**config.mk**
```make
export PLATFORM = sky130hd
export DESIGN_NAME = vga_sync_detector
export DESIGN_NICKNAME = d
export VERILOG_FILES = /design/src/rtl/vga_timing_pkg.sv /design/src/rtl/sync_edge_sync.sv /design/src/rtl/vga_sync_detector.sv
export SDC_FILE = /design/constraint.sdc
export NUM_CORES = 1
export LEC_CHECK = 0
export CAP_MARGIN = 20
export CORE_UTILIZATION = 45
export CTS_BUF_LIST = sky130_fd_sc_hd__clkbuf_2
export CTS_CLUSTER_DIAMETER = 50
export CTS_CLUSTER_SIZE = 25
export DETAILED_ROUTE_END_ITERATION = 8
export DONT_BUFFER_PORTS = 1
export GPL_ROUTABILITY_DRIVEN = 0
export PLACE_DENSITY_LB_ADDON = 0.15
export SLEW_MARGIN = 20
export SYNTH_ARGS = -nofsm -noshare
export SYNTH_HDL_FRONTEND = slang
export SYNTH_SLANG_ARGS = --single-unit
```
**constraint.sdc**
```tcl
create_clock -name clk -period 2.35 [get_ports clk]
set_input_delay 0.3525 -clock clk [delete_from_list [all_inputs] [get_ports clk]]
set_output_delay 0.3525 -clock clk [all_outputs]
set_load 0.02 [all_outputs]
```
**src/rtl/vga_timing_pkg.sv**
```systemverilog
// Shared VGA timing constants, counter widths and the sync-detector state type.
package vga_timing_pkg;

    typedef enum logic [1:0] {
        SEARCH,
        MEASURE,
        LOCKED
    } sync_state_e;

    // 640x480@60 profile at a 50 MHz pixel-side clock
    localparam int H_TOTAL_DEF      = 1600;
    localparam int H_TOL_DEF        = 8;
    localparam int V_LINES_DEF      = 521;
    localparam int V_TOL_DEF        = 1;
    localparam int LOCK_FRAMES_DEF  = 2;
    localparam int MISS_MAX_DEF     = 2;
    localparam int H_SYNC_PW        = 192;
    localparam int V_SYNC_PW_LINES  = 2;

    localparam int HCNT_W = 12;
    localparam int LCNT_W = 10;
    localparam int FCNT_W = 4;

    localparam logic [HCNT_W-1:0] HCNT_MAX = '1;
    localparam logic [LCNT_W-1:0] LCNT_MAX = '1;

endpackage

```
**src/rtl/sync_edge_sync.sv**
```systemverilog
// Two-flop synchronizer for an active-low async sync pin, plus a registered
// falling-edge pulse three clocks after the pin falls.
module sync_edge_sync (
    input  logic clk,
    input  logic reset,
    input  logic sync_i,
    output logic fall_o
);

    logic meta_q;
    logic sync_q;
    logic prev_q;
    logic fall_q;

    // Idle level of a sync line is high, so preset the chain to 1 to avoid a
    // spurious edge right after reset.
    always_ff @(posedge clk or posedge reset) begin
        if (reset) begin
            meta_q <= 1'b1;
            sync_q <= 1'b1;
            prev_q <= 1'b1;
            fall_q <= 1'b0;
        end else begin
            meta_q <= sync_i;
            sync_q <= meta_q;
            prev_q <= sync_q;
            fall_q <= prev_q & ~sync_q;
        end
    end

    assign fall_o = fall_q;

endmodule

```
**src/rtl/vga_sync_detector.sv**
```systemverilog
// Measures incoming HSYNC/VSYNC timing and declares lock on the expected profile.
// Optional VGA_SYNC_POS_EN adds h_pos/v_pos position outputs.
module vga_sync_detector
    import vga_timing_pkg::*;
#(
    parameter int H_TOTAL     = H_TOTAL_DEF,
    parameter int H_TOL       = H_TOL_DEF,
    parameter int V_LINES     = V_LINES_DEF,
    parameter int V_TOL       = V_TOL_DEF,
    parameter int LOCK_FRAMES = LOCK_FRAMES_DEF,
    parameter int MISS_MAX    = MISS_MAX_DEF
) (
    input  logic              clk,
    input  logic              reset,
    input  logic              hsync_in,
    input  logic              vsync_in,
    output logic              locked,
    output logic [HCNT_W-1:0] line_len,
    output logic [LCNT_W-1:0] frame_lines,
    output logic              line_strobe,
    output logic              frame_strobe,
    output logic              sync_error
`ifdef VGA_SYNC_POS_EN
    ,
    output logic [HCNT_W-1:0] h_pos,
    output logic [LCNT_W-1:0] v_pos
`endif
);

    localparam logic [HCNT_W-1:0] H_MIN  = HCNT_W'(H_TOTAL - H_TOL);
    localparam logic [HCNT_W-1:0] H_MAX  = HCNT_W'(H_TOTAL + H_TOL);
    localparam logic [LCNT_W-1:0] L_MIN  = LCNT_W'(V_LINES - V_TOL);
    localparam logic [LCNT_W-1:0] L_MAX  = LCNT_W'(V_LINES + V_TOL);
    localparam logic [FCNT_W-1:0] GOOD_T = FCNT_W'(LOCK_FRAMES);
    localparam logic [FCNT_W-1:0] MISS_T = FCNT_W'(MISS_MAX);

    logic h_edge;
    logic v_edge;

    sync_edge_sync u_hsync (.clk(clk), .reset(reset), .sync_i(hsync_in), .fall_o(h_edge));
    sync_edge_sync u_vsync (.clk(clk), .reset(reset), .sync_i(vsync_in), .fall_o(v_edge));

    sync_state_e       state_q, state_d;
    logic [HCNT_W-1:0] h_cnt_q, h_cnt_d, line_len_q, line_len_d;
    logic [LCNT_W-1:0] l_cnt_q, l_cnt_d, frame_lines_q, frame_lines_d;
    logic [FCNT_W-1:0] good_cnt_q, good_cnt_d, miss_cnt_q, miss_cnt_d;
    logic              h_valid_q, h_valid_d;
    logic              frame_bad_q, frame_bad_d;
    logic              locked_q, locked_d;
    logic              sync_error_q, sync_error_d;
    logic              line_strobe_q, frame_strobe_q;

    logic              timeout;
    logic              line_bad;
    logic [LCNT_W-1:0] l_cnt_inc;
    logic              bad_inc;
    logic              frame_good;

    // A coincident hsync edge belongs to the frame that the vsync edge closes.
    assign timeout    = (h_cnt_q == HCNT_MAX) && !h_edge;
    assign line_bad   = h_valid_q && ((h_cnt_q < H_MIN) || (h_cnt_q > H_MAX));
    assign l_cnt_inc  = (h_edge && (l_cnt_q != LCNT_MAX)) ? l_cnt_q + 1'b1 : l_cnt_q;
    assign bad_inc    = frame_bad_q | (h_edge & line_bad);
    assign frame_good = !bad_inc && (l_cnt_inc >= L_MIN) && (l_cnt_inc <= L_MAX);

    always_comb begin
        state_d       = state_q;
        h_cnt_d       = h_cnt_q;
        line_len_d    = line_len_q;
        l_cnt_d       = l_cnt_inc;
        frame_lines_d = frame_lines_q;
        good_cnt_d    = good_cnt_q;
        miss_cnt_d    = miss_cnt_q;
        h_valid_d     = h_valid_q;
        frame_bad_d   = bad_inc;
        sync_error_d  = 1'b0;

        if (h_edge) begin
            h_cnt_d    = HCNT_W'(1);
            line_len_d = h_cnt_q;
            h_valid_d  = 1'b1;
        end else if (h_cnt_q != HCNT_MAX) begin
            h_cnt_d = h_cnt_q + 1'b1;
        end

        if (v_edge) begin
            frame_lines_d = l_cnt_inc;
            l_cnt_d       = '0;
            frame_bad_d   = 1'b0;
            case (state_q)
                SEARCH: begin
                    state_d    = MEASURE;
                    good_cnt_d = '0;
                end
                MEASURE: begin
                    if (frame_good) begin
                        good_cnt_d = good_cnt_q + 1'b1;
                        if (good_cnt_q + 1'b1 == GOOD_T) begin
                            state_d    = LOCKED;
                            miss_cnt_d = '0;
                        end
                    end else begin
                        good_cnt_d = '0;
                    end
                end
                LOCKED: begin
                    if (frame_good) begin
                        miss_cnt_d = '0;
                    end else if (miss_cnt_q + 1'b1 == MISS_T) begin
                        state_d      = MEASURE;
                        good_cnt_d   = '0;
                        miss_cnt_d   = '0;
                        sync_error_d = 1'b1;
                    end else begin
                        miss_cnt_d = miss_cnt_q + 1'b1;
                    end
                end
                default: state_d = SEARCH;
            endcase
        end

        // A stalled line counter overrides any frame decision.
        if (timeout) begin
            state_d      = SEARCH;
            h_valid_d    = 1'b0;
            sync_error_d = locked_q;
        end

        locked_d = (state_d == LOCKED);
    end

    always_ff @(posedge clk or posedge reset) begin
        if (reset) begin
            state_q        <= SEARCH;
            h_cnt_q        <= '0;
            line_len_q     <= '0;
            l_cnt_q        <= '0;
            frame_lines_q  <= '0;
            good_cnt_q     <= '0;
            miss_cnt_q     <= '0;
            h_valid_q      <= 1'b0;
            frame_bad_q    <= 1'b0;
            locked_q       <= 1'b0;
            sync_error_q   <= 1'b0;
            line_strobe_q  <= 1'b0;
            frame_strobe_q <= 1'b0;
        end else begin
            state_q        <= state_d;
            h_cnt_q        <= h_cnt_d;
            line_len_q     <= line_len_d;
            l_cnt_q        <= l_cnt_d;
            frame_lines_q  <= frame_lines_d;
            good_cnt_q     <= good_cnt_d;
            miss_cnt_q     <= miss_cnt_d;
            h_valid_q      <= h_valid_d;
            frame_bad_q    <= frame_bad_d;
            locked_q       <= locked_d;
            sync_error_q   <= sync_error_d;
            line_strobe_q  <= h_edge;
            frame_strobe_q <= v_edge;
        end
    end

    assign locked       = locked_q;
    assign line_len     = line_len_q;
    assign frame_lines  = frame_lines_q;
    assign line_strobe  = line_strobe_q;
    assign frame_strobe = frame_strobe_q;
    assign sync_error   = sync_error_q;

`ifdef VGA_SYNC_POS_EN
    assign h_pos = locked_q ? h_cnt_q : '0;
    assign v_pos = locked_q ? l_cnt_q : '0;
`endif

endmodule
```
==> flow_summary.toml <==
[sta]
setup_slack_ns = -0.00742
report.final.setup_viol = 2
fin_crit_sh_pct = 100
tightest_slew_ns = 0.625
slew_violations = 0
finalClockSkew_ns = 0.0179
rsz0062_at_grt = "yes"
fmax_mhz = 424
hold_violations = 0
layout_min_cycle_time_ns = 2.36
maxSlewHeadroom_pct = 58.3

[outcome]
violations = "negative setup slack"
status = "complete, but fails checks"

[logic_synthesis]
yosys_warnings = 0
synth.avg_cell_area_um2 = 10.3
synth.distinct_cells = 64
syn_nets = 348
synth-edff-count = 0
synth-seq-area-share_pct = 49.1
async_reset_ff_share_pct = 100
syn_inst = 338
synth_seq_cells = 68
synth.cell_area_um2 = 3480
ys.flop_type = "dfrtp_1"

[floorplan]
pin_count = 30
core.rowCount = 31
die_w_um = 90.0
design.core.area_um2 = 7370
fp.dieH_um = 90.0
start_util_pct = 47.2
die-area_um2 = 8090

[clock_network]
cts_tree = "yes"
path_clk_slew_ns = 0.21
htreeDepth = 3
cts_sinks = 68
root_buffer = "clkbuf_2"
cts_buffer_depth = 2
cts-buffers-inserted = 9
clk_latency_ns = 0.49

[power]
power_w = 0.00256
combPwrFrac_pct = 13.5
cell_internal_pwr_w = 0.00178
clockPowerShare_pct = 31.0
sw_frac_of_total_pct = 30.4
leakagePower_nw = 1.71
power.density_nw_per_um2 = 646
vdd_drop_max_mv = 0.540
p_sw_w = 0.000779
seq_power_share_pct = 55.6

[detailed_routing]
first_iter_violations = 97
drt_pass1_iterations = 4
wl_per_cell_um = 15.2
drc = 0
ant_nets = 0
via_count = 2629
vias_per_cell = 5.61
drt_wl_total_um = 7110

[placed_design]
dpl_worst_slack_ns = -0.0919
place_inst = 447
hpwlAfterDp_um = 4950
io_buffer_count = 0

[worst_setup_path]
critPathArrivalTime_ns = 2.75
cp_max_fo = 9
critPathLaunchType = "flip-flop"
crit_path_end_kind = "flip-flop"
crit_type = "flip-flop to flip-flop"
cp_data_required_time_ns = 2.74

[final_layout]
final_util_pct = 53.7
register_area_um2 = 1710
num-fill-cells = 675
final_cell_count_no_fill = 469
multi_input_area_um2 = 1650
area_growth_syn_to_layout_pct = 13.8
layout-drive-gt1-share_pct = 25.1
fin_nets = 375
n_antenna_cell = 0

[global_routing]
grt_pass1_vias = 2595
antenna_found_initial = 0
grt_start_max_net_pins = 41
grt_overflow_total = 0
grt_use_total_pct = 19.1
grt_pass1_wl_um = 12400

[run]
max-cap-violations = 0

[worst_hold_path]
hp-class = "input port to async pin"
-- cells by family after synthesis --
kind of cell	after synthesis	share of synthesized area (%)
xor+xnor	8	2.01
mux	19	6.00
buf+inv	34	5.46
simple gates	137	20.9
fa+ha+maj	6	2.16
flops	68	49.1
compound gates	66	14.4
-- Yosys cell counts, types with 2 or more instances --
library cell	instances	area [um2]
xor2_1	4	35.0
o311a_1	2	20.0
o211a_1	2	20.0
mux2_2	15	169
nor2_1	26	97.6
mux2i_1	4	40.0
nand2b_1	3	18.8
nor4_1	5	31.3
a41oi_1	2	17.5
nand3_1	16	80.1
nand2_1	31	116
ha_1	6	75.1
xnor2_1	4	35.0
buf_6	5	56.3
dfstp_2	6	158
o22ai_1	3	18.8
and3_1	2	12.5
o21ai_0	7	35.0
nor2b_1	7	43.8
and3_2	3	22.5
and2b_2	2	17.5
o31ai_1	3	22.5
a211oi_1	4	30.0
o211ai_1	3	22.5
a32oi_1	2	17.5
a21oi_1	17	85.1
nor3_1	11	55.1
and2_1	5	31.3
dfrtp_1	62	1550
or3_1	3	18.8
clkbuf_8	2	27.5
o21a_1	4	30.0
inv_1	17	63.8
a31oi_1	5	31.3
and4_1	2	17.5
clkbuf_1	7	26.3
nand4_1	9	56.3
-- placed cells by master, fill, tap and decap left out, types with 3 or more instances in the layout --
| master | n |
|---|---|
| o31ai_1 | 3 |
| o211ai_1 | 3 |
| o21a_1 | 4 |
| a31oi_1 | 4 |
| nor2b_1 | 7 |
| and3_2 | 3 |
| nand3_1 | 16 |
| a211oi_1 | 4 |
| a21oi_1 | 16 |
| ha_1 | 5 |
| o21ai_0 | 7 |
| xnor2_1 | 4 |
| mux2i_1 | 4 |
| clkbuf_2 | 9 |
| nor2_1 | 26 |
| xor2_1 | 4 |
| dfstp_2 | 6 |
| and2_1 | 5 |
| nand4_1 | 9 |
| o22ai_1 | 3 |
| dfrtp_1 | 61 |
| buf_4 | 27 |
| nand2_1 | 31 |
| mux2_2 | 15 |
| dlygate4sd3_1 | 3 |
| or3_1 | 3 |
| inv_1 | 16 |
| nor3_1 | 11 |
| nand2b_1 | 3 |
-- flip-flops by register name, indices dropped and copies added (netlist names), 2 cells and up --
register / cells
l_cnt_q: 10
frame_lines: 10
state_q: 2
miss_cnt_q: 4
h_cnt_q: 12
good_cnt_q: 4
line_len: 12
-- power groups by stage --
stage          clock network [W]  registers (W)  logic (W)
2_1_floorplan                  0        0.00141   0.000251
3_3_place_gp                   0        0.00144   0.000303
3_5_place_dp                   0        0.00144   0.000312
5_1_grt                 0.000875        0.00144   0.000385
4_1_cts                 0.000824        0.00142   0.000324
6_report                0.000792        0.00142   0.000345
-- repair_timing --
item	in CTS	in global routing
pin swaps	6	12
resized for setup	1	12
hold buffers	3	0
setup buffers	1	2
hold endpoints to repair	27	0
endpoints found under the setup margin	10	12
-- layout make-up --
| class | count | share of cell area (%) |
|---|---|---|
| sequential | 68 | 43.2 |
| multi-input combinational | 236 | 41.7 |
| timing repair buffer | 33 | 6.95 |
| tap | 99 | 3.13 |
| clock inverter | 7 | 2.27 |
| inverter | 17 | 1.61 |
| clock buffer | 9 | 1.14 |
-- worst max-delay path, cell delays in order (launching register included) --
cell       delay (ns)
dfrtp_1          0.57
nand4_2          0.21
o311a_1          0.37
a2111oi_4        0.39
o31ai_4          0.19
nor3_2           0.23
o21a_1           0.20
o22ai_1          0.10
-- per-stage QoR --
step / instance area, um2 / setup TNS (ns) / hold slack [ns]
6_report: 3960 / -0.0123 / 0.369
3_3_place_gp: 3690 / -0.0857 / 0.347
2_1_floorplan: 3480 / 0 / 0.345
4_1_cts: 3870 / -0.00217 / 0.314
3_5_place_dp: 3690 / -0.436 / 0.349
5_1_grt: 3960 / -1.08 / 0.284
-- worst paths after layout --
check	endpoint	slack, ns	start	cells after the start
setup / recovery	miss_cnt_q[2]$_DFFE_PP0P_	-0.007	l_cnt_q[7]$_DFF_PP0_	7
hold / removal	l_cnt_q[4]$_DFF_PP0_	0.37	reset	2
min in group clk	u_hsync.sync_q$_DFF_PP1_	0.37	u_hsync.meta_q$_DFF_PP1_	0
setup reg to reg	miss_cnt_q[2]$_DFFE_PP0P_	-0.007	l_cnt_q[7]$_DFF_PP0_	7
max in group asynchronous	u_hsync.meta_q$_DFF_PP1_	1.28	reset	3
hold reg to reg	u_hsync.sync_q$_DFF_PP1_	0.37	u_hsync.meta_q$_DFF_PP1_	0
-- layer usage --
metal	vias up	wire length [um]	track usage, %
li1	1281	-	-
met1	1293	3310	25.1
met2	50	3480	30.8
met3	5	267	5.16
met4	0	49	5.78
met5	-	0	0
No activity file was read; power rests on OpenSTA's default activity.
